`src/rtl/barrel_frame_sequencer_if.sv`:
```
// Request channel between barrel_frame_sequencer (master) and the memory interface request port (slave).
interface barrel_frame_sequencer_if #(
   parameter int COORD_W = 12
);
   logic [COORD_W-1:0] req_x;
   logic [COORD_W-1:0] req_y;
   logic               req_valid;
   logic               req_ready;
   logic               req_sof;
   logic               req_eol;

   modport master (output req_x, req_y, req_valid, req_sof, req_eol, input req_ready);
   modport slave  (input req_x, req_y, req_valid, req_sof, req_eol, output req_ready);
endinterface

```
`src/rtl/barrel_frame_sequencer.sv`:
```
// Walks the output raster issuing one (x, y) request per pixel, gated on buffer fill and downstream ready.
// Optional stall counter output enabled by defining BARREL_SEQ_STALL_CNT_EN.
module barrel_frame_sequencer #(
   parameter int WIDTH   = 1080,
   parameter int HEIGHT  = 960,
   parameter int COORD_W = 12
) (
   input  logic                      clk,
   input  logic                      reset,
   input  logic                      enable,
   input  logic                      buf_ready,
   barrel_frame_sequencer_if.master  req,
   output logic                      frame_done,
   output logic [15:0]               frame_count,
   output logic                      busy
`ifdef BARREL_SEQ_STALL_CNT_EN
   ,
   output logic [31:0]               stall_count
`endif
);

   typedef enum logic [1:0] {
      IDLE,
      WAIT_FILL,
      RUN,
      FRAME_END
   } state_t;

   localparam logic [COORD_W-1:0] X_LAST = COORD_W'(WIDTH - 1);
   localparam logic [COORD_W-1:0] Y_LAST = COORD_W'(HEIGHT - 1);

   state_t             state;
   state_t             state_next;
   logic [COORD_W-1:0] x;
   logic [COORD_W-1:0] y;
   logic [COORD_W-1:0] x_next;
   logic [COORD_W-1:0] y_next;
   logic               held;
   logic               held_next;
   logic               valid;
   logic               xfer;

   // A raised request stays up (held) until it transfers, regardless of buf_ready
   assign valid = (state == RUN) && (held || buf_ready);
   assign xfer  = valid && req.req_ready;

   always_comb begin
      state_next = state;
      x_next     = x;
      y_next     = y;
      held_next  = held;
      case (state)
         IDLE: begin
            held_next = 1'b0;
            if (enable) state_next = WAIT_FILL;
         end
         WAIT_FILL: begin
            x_next    = '0;
            y_next    = '0;
            held_next = 1'b0;
            if (buf_ready) state_next = RUN;
         end
         RUN: begin
            if (xfer) begin
               held_next = 1'b0;
               if (x != X_LAST) begin
                  x_next = x + 1'b1;
               end else if (y != Y_LAST) begin
                  x_next = '0;
                  y_next = y + 1'b1;
               end else begin
                  state_next = FRAME_END;
               end
            end else begin
               held_next = valid;
            end
         end
         FRAME_END: begin
            x_next     = '0;
            y_next     = '0;
            held_next  = 1'b0;
            state_next = enable ? WAIT_FILL : IDLE;
         end
         default: state_next = IDLE;
      endcase
   end

   always_ff @(posedge clk) begin
      if (reset) begin
         state       <= IDLE;
         x           <= '0;
         y           <= '0;
         held        <= 1'b0;
         frame_count <= '0;
      end else begin
         state <= state_next;
         x     <= x_next;
         y     <= y_next;
         held  <= held_next;
         if (state == FRAME_END) frame_count <= frame_count + 16'd1;
      end
   end

`ifdef BARREL_SEQ_STALL_CNT_EN
   // Counts RUN cycles starved by the buffer; a held request never counts since valid stays high
   always_ff @(posedge clk) begin
      if (reset) begin
         stall_count <= '0;
      end else if (state == IDLE && state_next == WAIT_FILL) begin
         stall_count <= '0;
      end else if (state == RUN && !valid && stall_count != '1) begin
         stall_count <= stall_count + 32'd1;
      end
   end
`endif

   assign req.req_valid = valid;
   assign req.req_x     = x;
   assign req.req_y     = y;
   assign req.req_sof   = valid && (x == '0) && (y == '0);
   assign req.req_eol   = valid && (x == X_LAST);
   assign frame_done    = (state == FRAME_END);
   assign busy          = (state != IDLE);

endmodule

```
`src/flat_wrapper.sv`:
```
// flat-port wrapper written by rule: the top's interface ports become plain ports
module barrel_frame_sequencer_flat 
#(
   parameter int WIDTH   = 1080,
   parameter int HEIGHT  = 960,
   parameter int COORD_W = 12
)
  (clk, reset, enable, buf_ready, frame_done, frame_count, busy, req_req_x, req_req_y, req_req_valid, req_req_sof, req_req_eol, req_req_ready);
  barrel_frame_sequencer_if #(.COORD_W(COORD_W)) req_i ();
  input  logic clk;
  input  logic reset;
  input  logic enable;
  input  logic buf_ready;
  output logic frame_done;
  output logic [15:0] frame_count;
  output logic busy;
  output wire logic [$bits(req_i.req_x)-1:0] req_req_x;
  output wire logic [$bits(req_i.req_y)-1:0] req_req_y;
  output wire logic [$bits(req_i.req_valid)-1:0] req_req_valid;
  output wire logic [$bits(req_i.req_sof)-1:0] req_req_sof;
  output wire logic [$bits(req_i.req_eol)-1:0] req_req_eol;
  input wire logic [$bits(req_i.req_ready)-1:0] req_req_ready;
  assign req_req_x = req_i.req_x;
  assign req_req_y = req_i.req_y;
  assign req_req_valid = req_i.req_valid;
  assign req_req_sof = req_i.req_sof;
  assign req_req_eol = req_i.req_eol;
  assign req_i.req_ready = req_req_ready;
  barrel_frame_sequencer #(.WIDTH(WIDTH), .HEIGHT(HEIGHT), .COORD_W(COORD_W)) u_core (.clk(clk), .reset(reset), .enable(enable), .buf_ready(buf_ready), .req(req_i), .frame_done(frame_done), .frame_count(frame_count), .busy(busy));
endmodule
```
`config.mk`:
```
export PLATFORM = sky130hd
export DESIGN_NAME = barrel_frame_sequencer_flat
export DESIGN_NICKNAME = d
export VERILOG_FILES = /design/src/rtl/barrel_frame_sequencer_if.sv /design/src/rtl/barrel_frame_sequencer.sv /design/src/flat_wrapper.sv
export SDC_FILE = /design/constraint.sdc
export NUM_CORES = 1
export LEC_CHECK = 0
export BUFFER_PORTS_ARGS = -buffer_cell sky130_fd_sc_hd__buf_2
export CAP_MARGIN = 30
export CORE_MARGIN = 2
export CORE_UTILIZATION = 35
export DETAILED_ROUTE_END_ITERATION = 16
export HOLD_SLACK_MARGIN = 0.03
export SLEW_MARGIN = 25
export SYNTH_ARGS = -nofsm -noshare
export SYNTH_HDL_FRONTEND = slang
export SYNTH_SLANG_ARGS = --single-unit
```
`constraint.sdc`:
```
create_clock -name clk -period 2.8 [get_ports clk]
set_clock_uncertainty 0.2 [all_clocks]
set_input_delay 0.42 -clock clk [delete_from_list [all_inputs] [get_ports clk]]
set_output_delay 0.42 -clock clk [all_outputs]
set_load 0.05 [all_outputs]
```
=== After elaboration in Yosys (flattened, before gate mapping) ===
Cells that the tools add are included.

* Word-level logic and storage cells: 54
* Output and inout port bits: 45
* Bits of input ports: 5
* Register bits: 43

* Reductions and logical operators: 16
* Mux-type cells: 17
* $add $sub $neg: 3
* Eq/ne operators: 13

{| class="wikitable"
|+ Operators with widths
! kind !! count
|-
| two-way mux 12 bit || 6
|-
| one-hot mux 12 bit (2 select lines) || 2
|-
| adder 12 x 1 -> 12 bit, second input constant || 2
|-
| zero test 12 bit || 2
|-
| adder 16 x 1 -> 16 bit, second input constant || 1
|-
| == test 12 x 11 -> 1 bit, second input constant || 1
|-
| != test 12 x 10 -> 1 bit, second input constant || 1
|-
| != test 12 x 11 -> 1 bit, second input constant || 1
|-
| two-way mux 2 bit || 5
|-
| != test 2 bit, second input constant || 5
|-
| one-hot mux 2 bit (4 select lines) || 1
|-
| logical AND 1 bit || 5
|-
| AND reduction 5 bit || 1
|-
| == test 2 bit, second input constant || 2
|-
| AND reduction 4 bit || 1
|-
| nonzero test 2 bit || 2
|-
| != test 3 bit, second input constant || 1
|-
| AND reduction 3 bit || 1
|-
| OR reduction 3 bit || 1
|-
| == test 2 x 1 -> 1 bit, second input constant || 1
|-
| zero test 2 bit || 1
|-
| two-way mux 1 bit || 2
|-
| != test 2 x 1 -> 1 bit, second input constant || 1
|-
| one-hot mux 1 bit (2 select lines) || 1
|-
| other kinds (2) || 2
|}

=== Longest topological paths before layout ===
* Word-level depth: 5
* Mapped depth: 7
* Mapped depth without buffers: 7

=== Worst setup path before layout ===
Ideal clock, no wire load.

* Kind: register to output
* From: register u_core.x[3] (netlist: u_core.req.req_x[3])
* To: output port req_req_sof
* Arrival time: 2780 ps
* Stages on the path, launching flop included: 5
* Path buffers: 1
* Required time: 2180 ps
* Setup slack: -600 ps
* Path through: dfxtp_1 > nor4_4 > nand4_2 > buf_2 > nor4_1

* Word-level cells in the longest chain between the ends: 3

{| class="wikitable"
|+ RTL lines
! element !! line !! text
|-
| start, declared || barrel_frame_sequencer.sv:34 || <nowiki>logic [COORD_W-1:0] x;</nowiki>
|-
| start signal, assigned || barrel_frame_sequencer.sv:97 || <nowiki>x <= x_next;</nowiki>
|-
| zero test 12 bit || barrel_frame_sequencer.sv:120 || <nowiki>assign req.req_sof = valid && (x == '0) && (y == '0);</nowiki>
|-
| logical AND 1 bit (2 in a row) || barrel_frame_sequencer.sv:120 ||
|-
| end, declared || flat_wrapper.sv:20 || <nowiki>output wire logic [$bits(req_i.req_sof)-1:0] req_req_sof;</nowiki>
|}

Every way passes these cells.

=== Worst setup path in the final report ===
Ends and elaborated chain as after synthesis.

==> results.yml <==
yosys:
  async_reset_ff_share_pct: 0
  synthMuxAreaShare_pct: 1.72
  postSynthAreaPerCell_sq_um: 8.33
  synth_cell_types: 53
  synth.net_count: 312
  synthAdderAreaFrac_pct: 5.06
  synth_compound_area_share_pct: 14.9
  synthCells: 297
  synth_top_family_by_area: "simple AND/OR/NAND/NOR gates"
  synth-simple-area-share_pct: 33.5
  synth_area_sq_um: 2470
  synth_edf_count: 0
  synthXorXnorAreaFrac_pct: 6.02
  synth-seq-cells: 43
  synth_ff_type: "dfxtp_1"
  synth-seq-area-share_pct: 34.8
  yosys_warnings: 0
worst_hold_path:
  hp-class: "in -> reg"
die:
  rows: 30
  core_region_area_sq_um: 6830
  initial_utilization_pct: 36.2
  die_y_microns: 88.1
  die_w_microns: 88.1
  ioPinCount: 50
  die_area_sq_um: 7760
route:
  ant_nets: 0
  vias: 2365
  vias_per_cell: 5.26
  drc_errors: 0
  drt_pass1_iterations: 4
  detail_route.iter0.violations: 95
  routed_wl_mm: 6.41
  wl_per_cell_microns: 14.2
sta:
  setup_tns_ns: 0
  slew_headroom_pct: 66.0
  setup-violations-final: 0
  post-route-period-util_pct: 91.4
  rsz0062_at_grt: "no"
  worst_pin_slew_ns: 0.509
  clock.fmax_mhz: 391
  hold_viol: 0
  period_needed_ns: 2.56
  timing_max_transition_violations_final: 0
clocking:
  path_clk_slew_ns: 0.09
  cts_buffers: 5
  clock_latency_ns: 0.30
  cts_resized: 0
  htreeDepth: 2
  cts_tree: "built"
  ctsHoldBuffers: 0
  cts_root_buf: "clkbuf_8"
  clock_sinks: 43
  clockBufferDepth: 2
  cts_setup_buffers: 0
grt:
  grt_pass1_vias: 2115
  track_usage_pct: 16.8
  grt_max_degree: 26
  grt_pass1_wl_mm: 10.4
  antenna_found_initial: 0
  overflow: 0
cells_and_area:
  antennaDiodeCount: 0
  multiInputGateArea_sq_um: 1530
  seqCellArea_sq_um: 861
  final_area_sq_um: 2980
  area_growth_pct: 20.5
  drive_gt1_share_pct: 23.2
  nFillCells: 727
  final_nets: 368
critical_path:
  required_ns: 2.18
  crit_arrival_ns: 1.94
  crit_fanout: 7
  critPathKind: "reg -> out"
  cp-end-kind: "primary output"
  crit_path_start_kind: "flip-flop"
flow_run:
  max_cap_viol_count: 0
placement:
  hpwl_mm: 4.70
  placed_cell_area_sq_um: 2880
  portBuffers: 49
  gp_congestion: 0.820
power:
  p_total_mw: 1.90
  p_leak_nw: 1.23
  netSwitchingPower_mw: 0.786
  seq_power_share_pct: 36.0
  internal_power_mw: 1.11
  comb_power_share_pct: 40.3
  irDropWorstVdd_mv: 0.366
  clkPwrFrac_pct: 23.7
  netSwitchingFraction_pct: 41.4
  power.density_nw_per_um2: 637
run_status:
  status: "completed"
-- power by group through the flow --
stage / Combinational, mW / Sequential [mW] / Clock, mW
finish: 0.764 / 0.683 / 0.450
CTS: 0.765 / 0.683 / 0.464
floorplan: 0.480 / 0.752 / 0
detailed placement: 0.759 / 0.697 / 0
global placement: 0.756 / 0.697 / 0
global route: 0.838 / 0.691 / 0.489
-- final timing paths --
path / start / depth (start not counted) / end / slack, ns
setup / recovery: u_core.req.req_x[3] / 4 / req_req_sof / 0.24
hold / removal: req_req_ready / 2 / u_core.held / 0.14
setup reg to reg: u_core.req.req_x[0] / 6 / u_core.state[0] / 0.30
hold reg to reg: u_core.frame_count[15] / 2 / u_core.frame_count[15] / 0.32
-- logic make-up after synthesis --
family                     count (synthesis)
AOI/OAI and AO/OA                         49
xor gates and xnor gates                  17
adders and majority gates                 10
buffers and inverters                     23
DFF                                       43
muxes                                      4
and+or+nand+nor                          151
-- final cells by class --
class,count,area share (%)
Sequential cell,43,28.9
Multi-Input combinational cell,231,51.3
Timing Repair Buffer,58,10.5
Tap cell,96,4.03
Clock buffer,7,3.23
Clock inverter,1,0.252
Inverter,14,1.76
-- layer usage --
layer / wire length [microns] / track usage [%] / share of wire (%)
met5: 0 / 0 / 0
met4: 96 / 5.10 / 1.5
met1: 3120 / 23.4 / 49
met2: 2880 / 26.6 / 45
met3: 313 / 3.11 / 4.9
-- cells in the mapped netlist (6+ instances only) --
| master | number | area share [%] |
|---|---|---|
| o21ai_0 | 7 | 1.4 |
| xor2_1 | 6 | 2.1 |
| and3_1 | 11 | 2.8 |
| ha_1 | 10 | 5.1 |
| dfxtp_1 | 43 | 35 |
| nor4_1 | 13 | 3.3 |
| nand3_1 | 17 | 3.4 |
| nand2_1 | 25 | 3.8 |
| inv_1 | 13 | 2.0 |
| nand4_1 | 11 | 2.8 |
| and2_1 | 6 | 1.5 |
| xnor2_1 | 11 | 3.9 |
| a21oi_1 | 8 | 1.6 |
| nor2_1 | 39 | 5.9 |
| nor3_1 | 9 | 1.8 |
| a31oi_1 | 6 | 1.5 |
-- layout by cell type, fill, tap and decap left out, types with 2 or more instances in the layout --
master	n
buf_2	49
or3_1	2
nand3_1	17
a41oi_1	3
inv_1	13
nor4_2	2
nand2_1	25
a221o_1	3
nand4_1	11
a31oi_1	6
nor3_2	3
dfxtp_1	43
mux2i_1	2
buf_4	9
and3_1	11
a21oi_1	8
a21o_1	3
nor4_1	12
and4_1	3
o211ai_1	2
ha_1	10
or2_2	2
o21a_1	2
o31ai_1	3
clkbuf_8	7
nor2_1	39
and2_1	6
nor4_4	3
xnor2_1	11
nor3_1	9
xor2_1	6
o21ai_0	7
-- registers in the layout (all words and copies together) (netlist names) --
register	count
u_core.held	1
u_core.state	2
u_core.req.req_y	12
u_core.frame_count	16
u_core.req.req_x	12
-- metrics by stage --
stage	hold WS (ns)	util, %	cells	setup WS, ns
CTS	0.128	43.6	450	0.225
global route	0.136	43.6	450	0.0581
floorplan	0.299	-	297	0.156
global placement	0.299	42.1	442	0.466
finish	0.140	43.6	450	0.241
detailed placement	0.306	42.1	442	0.335
-- worst max-delay path, stage by stage, from the launching register on --
cell,delay [ns]
dfxtp_1,0.39
nor4_4,0.35
nand4_2,0.29
nor4_4,0.31
buf_2,0.30
Note: power is estimated with default switching activity, not from simulation.
